--- src/rtl/riot_bus_master_pkg.sv ---
// Shared definitions for the RIOT peripheral bus master: FSM states, command
// opcodes, bus select codes and the interrupt-flag register address.
package riot_bus_master_pkg;

  typedef enum logic [2:0] {
    ST_IDLE     = 3'd0,
    ST_SETUP    = 3'd1,
    ST_HOLD     = 3'd2,
    ST_WAIT_IRQ = 3'd3,
    ST_RESP     = 3'd4
  } state_t;

  typedef enum logic [1:0] {
    OP_READ    = 2'b00,
    OP_WRITE   = 2'b01,
    OP_POLL    = 2'b10,
    OP_ILLEGAL = 2'b11
  } op_t;

  localparam logic [1:0] CS_IDLE       = 2'b00;
  localparam logic [1:0] CS_SEL        = 2'b01;
  localparam logic [6:0] IRQ_FLAG_ADDR = 7'h05;

  function automatic logic is_write(input op_t op);
    return op == OP_WRITE;
  endfunction

endpackage

--- src/rtl/riot_bus_master_poll_timer.sv ---
// Cycle counter for the WAIT_IRQ state: clears outside the state, counts while
// enabled, and flags the cycle on which the count reaches LIMIT.
module riot_poll_timer #(
  parameter logic [15:0] LIMIT = 16'hFFFF
) (
  input  logic clk_i,
  input  logic rst_ni,
  input  logic clr_i,
  input  logic en_i,
  output logic limit_o
);

  logic [15:0] count_q;
  logic [15:0] count_d;

  always_comb begin
    count_d = count_q;
    if (clr_i) begin
      count_d = '0;
    end else if (en_i) begin
      count_d = count_q + 16'd1;
    end
  end

  always_ff @(posedge clk_i) begin
    if (!rst_ni) begin
      count_q <= '0;
    end else begin
      count_q <= count_d;
    end
  end

  // Asserted on the edge where this cycle's increment reaches LIMIT.
  assign limit_o = en_i && (count_q == LIMIT - 16'd1);

endmodule

--- src/rtl/riot_bus_master.sv ---
// Command/response front end that runs single read/write accesses and IRQ polls
// on a RIOT-style peripheral bus; all bus pins come straight from registers.
module riot_bus_master
  import riot_bus_master_pkg::*;
#(
  parameter int unsigned WAIT_CYCLES = 1,
  parameter logic [15:0] POLL_LIMIT  = 16'hFFFF
) (
  input  logic       CLK,
  input  logic       RES_N,
  input  logic       CMD_VALID,
  output logic       CMD_READY,
  input  logic [1:0] CMD_OP,
  input  logic       CMD_RAM,
  input  logic [6:0] CMD_ADDR,
  input  logic [7:0] CMD_WDATA,
  output logic       RSP_VALID,
  input  logic       RSP_READY,
  output logic [7:0] RSP_DATA,
  output logic       RSP_ERR,
  output logic       R_W,
  output logic [1:0] CS,
  output logic       RS_N,
  output logic [6:0] A,
  output logic [7:0] D_OUT,
  input  logic [7:0] D_IN,
  input  logic       IRQ_N
);

  state_t     state_q;
  op_t        op_q;
  logic       ram_q;
  logic [6:0] addr_q;
  logic [7:0] wdata_q;
  logic [3:0] hold_q;

  logic       rw_q;
  logic [1:0] cs_q;
  logic       rsn_q;
  logic [6:0] a_q;
  logic [7:0] dout_q;

  logic       rsp_valid_q;
  logic [7:0] rsp_data_q;
  logic       rsp_err_q;

  logic       poll_limit;

  riot_poll_timer #(
    .LIMIT(POLL_LIMIT)
  ) u_poll_timer (
    .clk_i  (CLK),
    .rst_ni (RES_N),
    .clr_i  (state_q != ST_WAIT_IRQ),
    .en_i   (state_q == ST_WAIT_IRQ),
    .limit_o(poll_limit)
  );

  always_ff @(posedge CLK) begin
    if (!RES_N) begin
      state_q     <= ST_IDLE;
      op_q        <= OP_READ;
      ram_q       <= 1'b0;
      addr_q      <= '0;
      wdata_q     <= '0;
      hold_q      <= '0;
      rw_q        <= 1'b1;
      cs_q        <= CS_IDLE;
      rsn_q       <= 1'b1;
      a_q         <= '0;
      dout_q      <= '0;
      rsp_valid_q <= 1'b0;
      rsp_data_q  <= '0;
      rsp_err_q   <= 1'b0;
    end else begin
      unique case (state_q)
        ST_IDLE: begin
          if (CMD_VALID) begin
            op_q    <= op_t'(CMD_OP);
            ram_q   <= CMD_RAM;
            addr_q  <= CMD_ADDR;
            wdata_q <= CMD_WDATA;
            case (op_t'(CMD_OP))
              OP_READ, OP_WRITE: state_q <= ST_SETUP;
              OP_POLL:           state_q <= ST_WAIT_IRQ;
              default: begin
                rsp_valid_q <= 1'b1;
                rsp_err_q   <= 1'b1;
                rsp_data_q  <= '0;
                state_q     <= ST_RESP;
              end
            endcase
          end
        end
        // Bus registers load here, so the pins show the setup beat one cycle
        // later; HOLD therefore runs WAIT_CYCLES+1 cycles to cover setup+hold.
        ST_SETUP: begin
          cs_q    <= CS_SEL;
          rsn_q   <= ~ram_q;
          a_q     <= addr_q;
          rw_q    <= ~is_write(op_q);
          dout_q  <= is_write(op_q) ? wdata_q : 8'h00;
          hold_q  <= 4'(WAIT_CYCLES);
          state_q <= ST_HOLD;
        end
        ST_HOLD: begin
          if (hold_q == 4'd0) begin
            rsp_data_q  <= is_write(op_q) ? 8'h00 : D_IN;
            rsp_err_q   <= 1'b0;
            rsp_valid_q <= 1'b1;
            cs_q        <= CS_IDLE;
            rw_q        <= 1'b1;
            rsn_q       <= 1'b1;
            a_q         <= '0;
            dout_q      <= '0;
            state_q     <= ST_RESP;
          end else begin
            hold_q <= hold_q - 4'd1;
          end
        end
        ST_WAIT_IRQ: begin
          // An interrupt seen on the limit cycle still gets serviced.
          if (!IRQ_N) begin
            op_q    <= OP_READ;
            ram_q   <= 1'b0;
            addr_q  <= IRQ_FLAG_ADDR;
            state_q <= ST_SETUP;
          end else if (poll_limit) begin
            rsp_valid_q <= 1'b1;
            rsp_err_q   <= 1'b1;
            rsp_data_q  <= '0;
            state_q     <= ST_RESP;
          end
        end
        ST_RESP: begin
          if (RSP_READY) begin
            rsp_valid_q <= 1'b0;
            state_q     <= ST_IDLE;
          end
        end
        default: state_q <= ST_IDLE;
      endcase
    end
  end

  assign CMD_READY = (state_q == ST_IDLE);
  assign RSP_VALID = rsp_valid_q;
  assign RSP_DATA  = rsp_data_q;
  assign RSP_ERR   = rsp_err_q;
  assign R_W       = rw_q;
  assign CS        = cs_q;
  assign RS_N      = rsn_q;
  assign A         = a_q;
  assign D_OUT     = dout_q;

endmodule
--- config.mk ---
export PLATFORM = sky130hd
export DESIGN_NAME = riot_bus_master
export DESIGN_NICKNAME = d
export VERILOG_FILES = /design/src/rtl/riot_bus_master_pkg.sv /design/src/rtl/riot_bus_master_poll_timer.sv /design/src/rtl/riot_bus_master.sv
export SDC_FILE = /design/constraint.sdc
export NUM_CORES = 1
export LEC_CHECK = 0
export ABC_AREA = 1
export BUFFER_PORTS_ARGS = -buffer_cell sky130_fd_sc_hd__buf_2
export CAP_MARGIN = 20
export CORE_MARGIN = 5
export CORE_UTILIZATION = 59
export DETAILED_ROUTE_END_ITERATION = 8
export PLACE_DENSITY = 0.85
export SLEW_MARGIN = 20
export SYNTH_ARGS = -nofsm -noshare
export SYNTH_HDL_FRONTEND = slang
export SYNTH_SLANG_ARGS = --single-unit
--- constraint.sdc ---
create_clock -name CLK -period 2.95 [get_ports CLK]
set_input_delay 0.295 -clock CLK [delete_from_list [all_inputs] [get_ports CLK]]
set_output_delay 0.295 -clock CLK [all_outputs]
set_load 0.02 [all_outputs]
== Word level (Yosys, flattened, before mapping) ==
Cells that the tools add are included.

* Output and inout bits: 30
* Register bits: 70
* Word-level logic and storage cells: 99

* Multiplexer cells: 43
* Equal/unequal tests: 18
* Bitwise gates (word level): 3
* Add/sub/neg operators: 2
* Reductions and logical operators: 18

{| class="wikitable"
|+ Operators with widths
! kind !! number
|-
| $mux W8 || 8
|-
| $pmux W7 S2 || 2
|-
| $pmux W8 S3 || 1
|-
| $mux W7 || 3
|-
| $add A16 B1 Y16 const B || 1
|-
| $eq A16 B16 Y1 const B || 1
|-
| $ne A2 B2 Y1 const B || 8
|-
| $pmux W8 S2 || 1
|-
| $mux W3 || 5
|-
| $pmux W3 S5 || 1
|-
| $mux W1 || 9
|-
| $pmux W2 S2 || 2
|-
| $pmux W4 S2 || 1
|-
| $reduce_and A7 Y1 || 1
|-
| $eq A3 B2 Y1 const B || 2
|-
| $mux W2 || 3
|-
| $pmux W1 S2 || 3
|-
| $pmux W3 S2 || 1
|-
| $reduce_and A2 Y1 || 3
|-
| $reduce_and A6 Y1 || 1
|-
| $eq A2 B1 Y1 const B || 2
|-
| $logic_not A4 Y1 || 1
|-
| $mux W4 || 1
|-
| $pmux W1 S4 || 1
|-
| 18 further kinds || 22
|}

== Longest topological paths before layout ==
Gate-level depths: netlist of run 1.

* Depth after elaboration: 5
* Mapped depth: 10

== Cells and area by module ==
A second synthesis of run 1 with hierarchy kept.

* Cells, all modules: 432
* Area, all modules: 3159.3 µm²

{| class="wikitable"
|+ Modules (own cells, without submodules)
! module !! sequential area each (µm²) !! times used !! area each (µm²) !! cells each
|-
| riot_bus_master || 1061.0 || 1 || 2275.9 || 302
|-
| riot_poll_timer || 320.3 || 1 || 883.3 || 130
|}

== Least setup slack after synthesis of run 1 ==
Ideal clock, no wire load.

* Path kind: register to register
* Start: register hold_q[0]
* End: register rsp_data_q[3] (netlist: RSP_DATA[3])
* Path buffers: 1
* Data arrival time: 1.267 ns
* Path slack: 1.568 ns
* Clock period less this slack: 1.382 ns
* Cell stages (with the launch flop): 11
* Library setup time: 0.115 ns
* Path through: dfxtp_1 -> inv_1 -> ha_1 -> nand3_1 -> nand2_4 -> nand2_4 -> nor2_8 -> buf_8 -> nand3_1 -> nand2_1 -> nor2_1

* Cells in the longest elaborated chain, start to end: 3

{| class="wikitable"
|+ RTL lines
! what !! RTL line !! RTL
|-
| start, declared || riot_bus_master.sv:35 || <nowiki>logic [3:0] hold_q;</nowiki>
|-
| start signal, assigned || riot_bus_master.sv:103 || <nowiki>hold_q <= 4'(WAIT_CYCLES);</nowiki>
|-
| start signal, assigned || riot_bus_master.sv:118 || <nowiki>hold_q <= hold_q - 4'd1;</nowiki>
|-
| $logic_not A4 Y1 || riot_bus_master.sv:107 || <nowiki>if (hold_q == 4'd0) begin</nowiki>
|-
| $ne A2 B2 Y1 (no source line) || - ||
|-
| $reduce_and A6 Y1 (no source line) || - ||
|-
| end signal, assigned || riot_bus_master.sv:108 || <nowiki>rsp_data_q <= is_write(op_q) ? 8'h00 : D_IN;</nowiki>
|-
| end, declared || riot_bus_master.sv:44 || <nowiki>logic [7:0] rsp_data_q;</nowiki>
|}

No other way between the ends.
A chain may end at the register's enable or synchronous reset.

== Worst setup path after layout of run 1 ==
* Start: register state_q[1]
* End: register rsp_data_q[6] (netlist: RSP_DATA[6])

* Cells in the longest elaborated chain, start to end: 4
* Elaborated cells between the ends (all ways): 12

{| class="wikitable"
|+ RTL lines
! what !! RTL line !! RTL
|-
| start, declared || riot_bus_master.sv:30 || <nowiki>state_t state_q;</nowiki>
|-
| start signal, assigned || riot_bus_master.sv:61 || <nowiki>state_q <= ST_IDLE;</nowiki>
|-
| start signal, assigned || riot_bus_master.sv:84 || <nowiki>OP_READ, OP_WRITE: state_q <= ST_SETUP;</nowiki>
|-
| start signal, assigned || riot_bus_master.sv:85 || <nowiki>OP_POLL: state_q <= ST_WAIT_IRQ;</nowiki>
|-
| $eq A3 B2 Y1 || riot_bus_master.sv:55, riot_bus_master.sv:76 ||
|-
| $logic_and A1 B1 Y1 || riot_bus_master_poll_timer.sv:34 || <nowiki>assign limit_o = en_i && (count_q == LIMIT - 16'd1);</nowiki>
|-
| $ne A2 B2 Y1 (no source line) || - ||
|-
| $reduce_and A6 Y1 (no source line) || - ||
|}

Parallel ways exist; a longest one is shown, timed or not.

==> results of run 1 <==
==> flip-flops by register name, indices dropped and copies added (netlist names) <==
signal                flops
u_poll_timer.count_q     16
D_OUT                     8
RSP_DATA                  8
wdata_q                   8
A                         7
addr_q                    7
hold_q                    4
state_q                   3
op_q                      2
CS                        1
RSP_ERR                   1
RSP_VALID                 1
RS_N                      1
R_W                       1
ram_q                     1
==> synthesized netlist by cell type <==
cell type,count
a21oi_1,47
a21oi_2,4
a31oi_1,1
buf_1,1
buf_2,6
buf_4,5
buf_6,1
buf_8,1
clkbuf_1,4
clkinv_1,1
conb_1,1
dfxtp_1,69
ha_1,4
inv_1,30
inv_2,6
nand2_1,93
nand2_2,4
nand2_4,4
nand3_1,54
nand3_2,1
nand3b_1,2
nand4_1,3
nand4_2,1
nor2_1,42
nor2_2,1
nor2_4,4
nor2_8,1
nor3_1,4
nor3_4,1
nor3b_1,1
o21ai_0,13
o221a_2,2
xnor2_1,2
xor2_1,3
==> placed cells by master, fill, tap and decap left out, types with 2 or more instances in the layout <==
master	n
bufinv_16	3
o21ai_0	13
inv_2	6
clkinv_4	2
inv_1	30
a21oi_1	47
ha_1	4
nor3_1	4
nor2_1	42
nand2_4	4
xnor2_1	2
a21oi_2	4
dfxtp_1	69
o221a_2	2
clkbuf_8	9
nand2_1	93
nand4_1	3
nand2_2	4
buf_4	2
xor2_1	3
nand3b_1	2
buf_2	59
nand3_1	54
nor2_4	4
==> power by group <==
| part | switching, uW | total [uW] | leakage, uW | internal (uW) |
|---|---|---|---|---|
| logic | 854 | 1260 | 0.000849 | 405 |
| registers | 110 | 1210 | 0.000562 | 1100 |
| clock network | 354 | 912 | 0.000119 | 558 |
| total | 1320 | 3380 | 0.00153 | 2060 |
==> layout make-up <==
| cell class | count | area [um^2] | area share, % |
|---|---|---|---|
| well taps | 70 | 87.58 | 2.410 |
| inverters | 37 | 138.9 | 3.821 |
| multi-input cells | 293 | 1480 | 40.72 |
| flip-flops and latches | 69 | 1381 | 38.00 |
| clock buffers | 9 | 123.9 | 3.408 |
| repair buffers | 61 | 310.3 | 8.537 |
| clock inverters | 6 | 112.6 | 3.098 |
==> tightest hold or removal path, delay by kind of cell <==
kind	cells	cell delay, ns
buffers and inverters	1	0.09
AOI/OAI and AO/OA	1	0.05
and+or+nand+nor	1	0.05
==> kinds of logic (layout without fill, tap and decap cells) <==
family / Yosys count / in the layout / synth area share, %
buffers and inverters: 55 / 113 / 8.078
flip-flops: 69 / 69 / 44.37
AND/OR/NAND/NOR: 216 / 216 / 32.72
AO/OA/AOI/OAI: 67 / 67 / 11.70
XOR/XNOR: 5 / 5 / 1.407
adder cells (fa/ha/maj): 4 / 4 / 1.608
other: 1 / 1 / 0.1205
==> worst max path at each step <==
stage	start	end	slack, ns	depth (start not counted)
6_report	state_q[1]$_SDFFE_PN0P_	RSP_DATA[6]$_SDFFE_PN0P_	0.96	7
5_1_grt	state_q[1]$_SDFFE_PN0P_	RSP_DATA[6]$_SDFFE_PN0P_	0.82	8
4_1_cts	state_q[1]$_SDFFE_PN0P_	RSP_DATA[6]$_SDFFE_PN0P_	0.95	7
3_5_place_dp	state_q[1]$_SDFFE_PN0P_	RSP_DATA[6]$_SDFFE_PN0P_	1.06	8
3_3_place_gp	state_q[1]$_SDFFE_PN0P_	RSP_DATA[6]$_SDFFE_PN0P_	1.14	7
2_1_floorplan	hold_q[0]$_SDFFE_PN0P_	RSP_DATA[3]$_SDFFE_PN0P_	1.57	10
==> stage by stage <==
| stage | util [%] | hold slack (ns) |
|---|---|---|
| 2_1_floorplan | - | 0.4297 |
| 3_3_place_gp | 66.54 | 0.4436 |
| 3_5_place_dp | 66.54 | 0.4527 |
| 4_1_cts | 71.17 | 0.1904 |
| 5_1_grt | 71.17 | 0.1788 |
| 6_report | 71.17 | 0.1925 |
==> routing by layer <==
metal / wire length, um / up-vias
met2: 3493 / 81
met5: 0 / -
li1: - / 1464
met1: 2926 / 1288
met3: 416 / 20
met4: 190 / 0
==> flow_summary.json, run 1 <==
{
  "dieArea_um2": 6829,
  "syn2layout_area_growth_pct": 16.76,
  "rsz0062_at_grt": "no",
  "place_area_um2": 3398,
  "finalHoldViolCount": 0,
  "holdPathEnd": "wdata_q[3]$_SDFFE_PN0P_",
  "yosysWarnings": 0,
  "fill_cells": 428,
  "crit_type": "reg2reg",
  "post_cts_buffers": 0,
  "dp_cells": 530,
  "met3_usage_pct": 4.772,
  "grt_usage_pct": 21.75,
  "wirelength_um": 7027,
  "final_cells": 545,
  "root_buffer": "clkbuf_8",
  "clock-sinks": 69,
  "die_w_um": 82.64,
  "synth-seq-cells": 69,
  "rows": 26,
  "finClkSkew_ns": 0.01399,
  "numCtsBuffers": 9,
  "hold_path_depth": 3,
  "synthTopCellsByArea": "dfxtp_1 (44%), nand2_1 (11%), nand3_1 (8.7%)",
  "setup_violations": 0,
  "status": "finished clean",
  "hp-class": "in2reg",
  "yosys.area.top_type_share_pct": 44.37,
  "reg2reg_depth": 7,
  "reg2reg_slack_ns": 0.96,
  "start_util_pct": 60.95,
  "path_max_fanout": 15,
  "io-pin-count": 61,
  "final_area_um2": 3635,
  "p_per_area_nw_per_um2": 929.3,
  "crit_required_ns": 3.18,
  "max_clock_freq_mhz": 503.0,
  "wl_per_cell_um": 12.89,
  "synth_cells": 417,
  "drv_slew": 0,
  "ctsResizeCount": 0,
  "avgViaCountPerCell": 5.235,
  "worst_pin_slew_ns": 0.9486,
  "nets": 506,
  "worstReg2RegEnd": "RSP_DATA[6]$_SDFFE_PN0P_",
  "fin_crit_sh_pct": 67.40,
  "clk_latency_ns": 0.35,
  "cpMostUsedCell": "nor2_1",
  "grt_max_degree": 36,
  "worst_path_largest_cell_delay_ns": 0.53,
  "worst-path-buf-inv": 1,
  "cts_tree": "built",
  "pre_cts_ws_ns": 1.057,
  "startpoint_type": "flop",
  "min_from": "CMD_WDATA[3]",
  "leakagePower_uw": 0.001530,
  "path_clk_slew_ns": 0.07,
  "hpwlAfterDp_um": 4822,
  "drive_above_1_share_pct": 22.11,
  "syn_area_um2": 3113,
  "grt_pass1_wl_um": 11470,
  "place_congestion": 0.9306,
  "worstPathArrival_ns": 2.21,
  "busiest_layer": "met2",
  "synth_fp_nets": 452,
  "yosys.area.top_type": "dfxtp_1",
  "power_uw": 3378,
  "end_kind": "flop",
  "critical-path-slowest-cell": "dfxtp_1",
  "yosysSeqAreaShare_pct": 44.37,
  "dr.pass1.iters": 4,
  "clockBufferDepth": 2,
  "tns_ns": 0,
  "hold_buffers": 0,
  "grt_overflow_total": 0,
  "num_vias": 2853,
  "drt-initial-drc-count": 142,
  "grtUsageMet1_pct": 26.60,
  "met2_usage_pct": 35.82,
  "drc": 0,
  "die_h_um": 82.64,
  "drtAntennaViolNets": 0,
  "n_antenna_cell": 0,
  "htree_levels": 3,
  "peakVddDrop_mv": 0.5001,
  "max_cap_viol_count": 0,
  "avgSynthCellArea_um2": 7.465,
  "fin_crit_ns": 1.988,
  "setup_ws_ns": 0.9618,
  "grt_pass1_vias": 2598,
  "crit_family": "simple AND/OR/NAND/NOR gates",
  "ys_types": 34,
  "antenna_found_initial": 0,
  "relSlewSlack_pct": 36.53,
  "crit_chain": "nand3_2 -> inv_2 -> nand3_1 -> nand2_1 -> nand2_2 -> nor2_1 -> nor2_1",
  "regToRegStartpoint": "state_q[1]$_SDFFE_PN0P_",
  "io_buffers": 59,
  "core-area_um2": 5107
}
Power figures use the tool's default switching activity.
==> run 2, diff against run 1 <==
CORE_UTILIZATION = 55   (was 59)
PLACE_DENSITY = 0.8   (was 0.85)
clock period = 2.1 ns   (was 2.95 ns; I/O delays follow)
==> flow_summary.json, run 2 (synthesis gave the netlist of run 1 again) <==
{
  "status": "finished clean",
  "dr.pass1.iters": 4,
  "p_per_area_nw_per_um2": 1342,
  "p_int_uw": 3026,
  "place_congestion": 0.8239,
  "min_from": "CMD_WDATA[4]",
  "avgViaCountPerCell": 5.295,
  "setup_ws_ns": 0.3554,
  "drt-initial-drc-count": 165,
  "drc": 0,
  "leakagePower_uw": 0.001546,
  "cts_tree": "built",
  "io-pin-count": 61,
  "grt_overflow_total": 0,
  "syn2layout_area_growth_pct": 18.09,
  "top_register": "u_poll_timer.count_q",
  "end_kind": "flop",
  "reg2reg_slack_ns": 0.36,
  "hp-class": "in2reg",
  "peakVddDrop_mv": 0.7375,
  "clock-sinks": 69,
  "grt_usage_pct": 21.65,
  "worstPathArrival_ns": 1.97,
  "max_clock_freq_mhz": 573.2,
  "nets": 508,
  "hold_path_depth": 3,
  "hold_buffers": 0,
  "regToRegStartpoint": "state_q[1]$_SDFFE_PN0P_",
  "post_cts_buffers": 0,
  "clockBufferDepth": 2,
  "crit_type": "reg2reg",
  "seqPwrFrac_pct": 34.5,
  "wirelength_um": 7462,
  "grt_max_degree": 36,
  "numCtsBuffers": 9,
  "reg2reg_depth": 5,
  "fin_crit_sh_pct": 83.08,
  "tns_ns": 0,
  "grt_pass1_wl_um": 12680,
  "antenna_found_initial": 0,
  "clkPwrFrac_pct": 28.6,
  "sw_frac_of_total_pct": 38.67,
  "ctsResizeCount": 0,
  "core-area_um2": 5507,
  "htree_levels": 3,
  "setup_violations": 0,
  "io_buffers": 59,
  "start_util_pct": 56.53,
  "worst_pin_slew_ns": 0.5770,
  "wl_per_cell_um": 13.59,
  "fill_cells": 448,
  "path_max_fanout": 18,
  "rows": 27,
  "die_h_um": 85.23,
  "rsz0062_at_grt": "no",
  "multi_input_area_um2": 1480,
  "drtAntennaViolNets": 0,
  "n_antenna_cell": 0,
  "pre_cts_ws_ns": 0.3602,
  "clk_latency_ns": 0.35,
  "final-seq-area_um2": 1381,
  "num_vias": 2907,
  "startpoint_type": "flop",
  "final_common_cell": "nand2_1",
  "hpwlAfterDp_um": 5039,
  "largest_reg_flops": 16,
  "grt_pass1_vias": 2877,
  "relSlewSlack_pct": 61.44,
  "p_comb_share_pct": 36.9,
  "finalHoldViolCount": 0,
  "fin_crit_ns": 1.745,
  "crit_required_ns": 2.32,
  "die_w_um": 85.23,
  "root_buffer": "clkbuf_8",
  "drv_slew": 0,
  "holdPathEnd": "wdata_q[4]$_SDFFE_PN0P_",
  "max_cap_viol_count": 0,
  "path_clk_slew_ns": 0.08,
  "layout_common_cells": "nand2_1 (93), dfxtp_1 (69), buf_2 (59)",
  "finClkSkew_ns": 0.008351,
  "dieArea_um2": 7264,
  "p_switching_uw": 1908,
  "drive_above_1_share_pct": 22.43,
  "worstReg2RegEnd": "D_OUT[1]$_SDFFE_PN0P_"
}
-- run 2: cell types whose count changed in the layout (fill, tap and decap cells not counted), sizes merged --
| cell | change |
|---|---|
| buf | +2 |
| clkinv | -2 |
| bufinv | +1 |
| clkinvlp | +1 |
-- run 2: worst max-delay path by stage --
stage	startpoint	to	cells after the start
5_1_grt	state_q[1]$_SDFFE_PN0P_	RS_N$_SDFFE_PN1P_	6
6_report	state_q[1]$_SDFFE_PN0P_	D_OUT[1]$_SDFFE_PN0P_	5
3_3_place_gp	state_q[1]$_SDFFE_PN0P_	A[6]$_SDFFE_PN0P_	5
4_1_cts	state_q[1]$_SDFFE_PN0P_	D_OUT[1]$_SDFFE_PN0P_	5
2_1_floorplan	hold_q[0]$_SDFFE_PN0P_	RSP_DATA[3]$_SDFFE_PN0P_	10
3_5_place_dp	state_q[1]$_SDFFE_PN0P_	D_OUT[1]$_SDFFE_PN0P_	5
-- run 2: final cells by class --
| type | count | share of cell area, % |
|---|---|---|
| multi-input cells | 293 | 40.27 |
| flip-flops and latches | 69 | 37.58 |
| repair buffers | 63 | 8.850 |
| inverters | 37 | 3.778 |
| clock inverters | 6 | 3.710 |
| clock buffers | 9 | 3.370 |
| well taps | 72 | 2.451 |
-- run 2: routing by layer --
| metal | GRT usage [%] | vias to the layer above | routed length [um] |
|---|---|---|---|
| met1 | 27.08 | 1370 | 3246 |
| met3 | 5.437 | 15 | 359 |
| li1 | - | 1462 | - |
| met4 | 9.209 | 0 | 140 |
| met5 | 0 | - | 0 |
| met2 | 35.38 | 60 | 3716 |
-- run 2: critical path, stage by stage (launching register included) --
cell	delay [ns]
dfxtp_1	0.52
inv_1	0.13
nor2_4	0.18
nand4_2	0.47
nand3_1	0.24
a21oi_1	0.09
-- run 2: stage by stage --
step	std cells	area, um^2	total power (uW)	util [%]	hold slack [ns]
detailed placement	534	3416	3526	62.03	0.4519
floorplan	417	3113	3179	-	0.3529
finish	549	3676	4933	66.76	0.1013
global placement	534	3416	3451	62.03	0.4438
CTS	549	3676	4947	66.76	0.09341
global route	549	3676	5234	66.76	0.09008
-- run 2: power by group through the flow --
| stage | Clock, uW | Sequential, uW | Combinational [uW] |
|---|---|---|---|
| floorplan | 0 | 1810 | 1370 |
| global route | 1500 | 1730 | 2000 |
| detailed placement | 0 | 1720 | 1800 |
| finish | 1410 | 1700 | 1820 |
| global placement | 0 | 1710 | 1740 |
| CTS | 1430 | 1700 | 1820 |
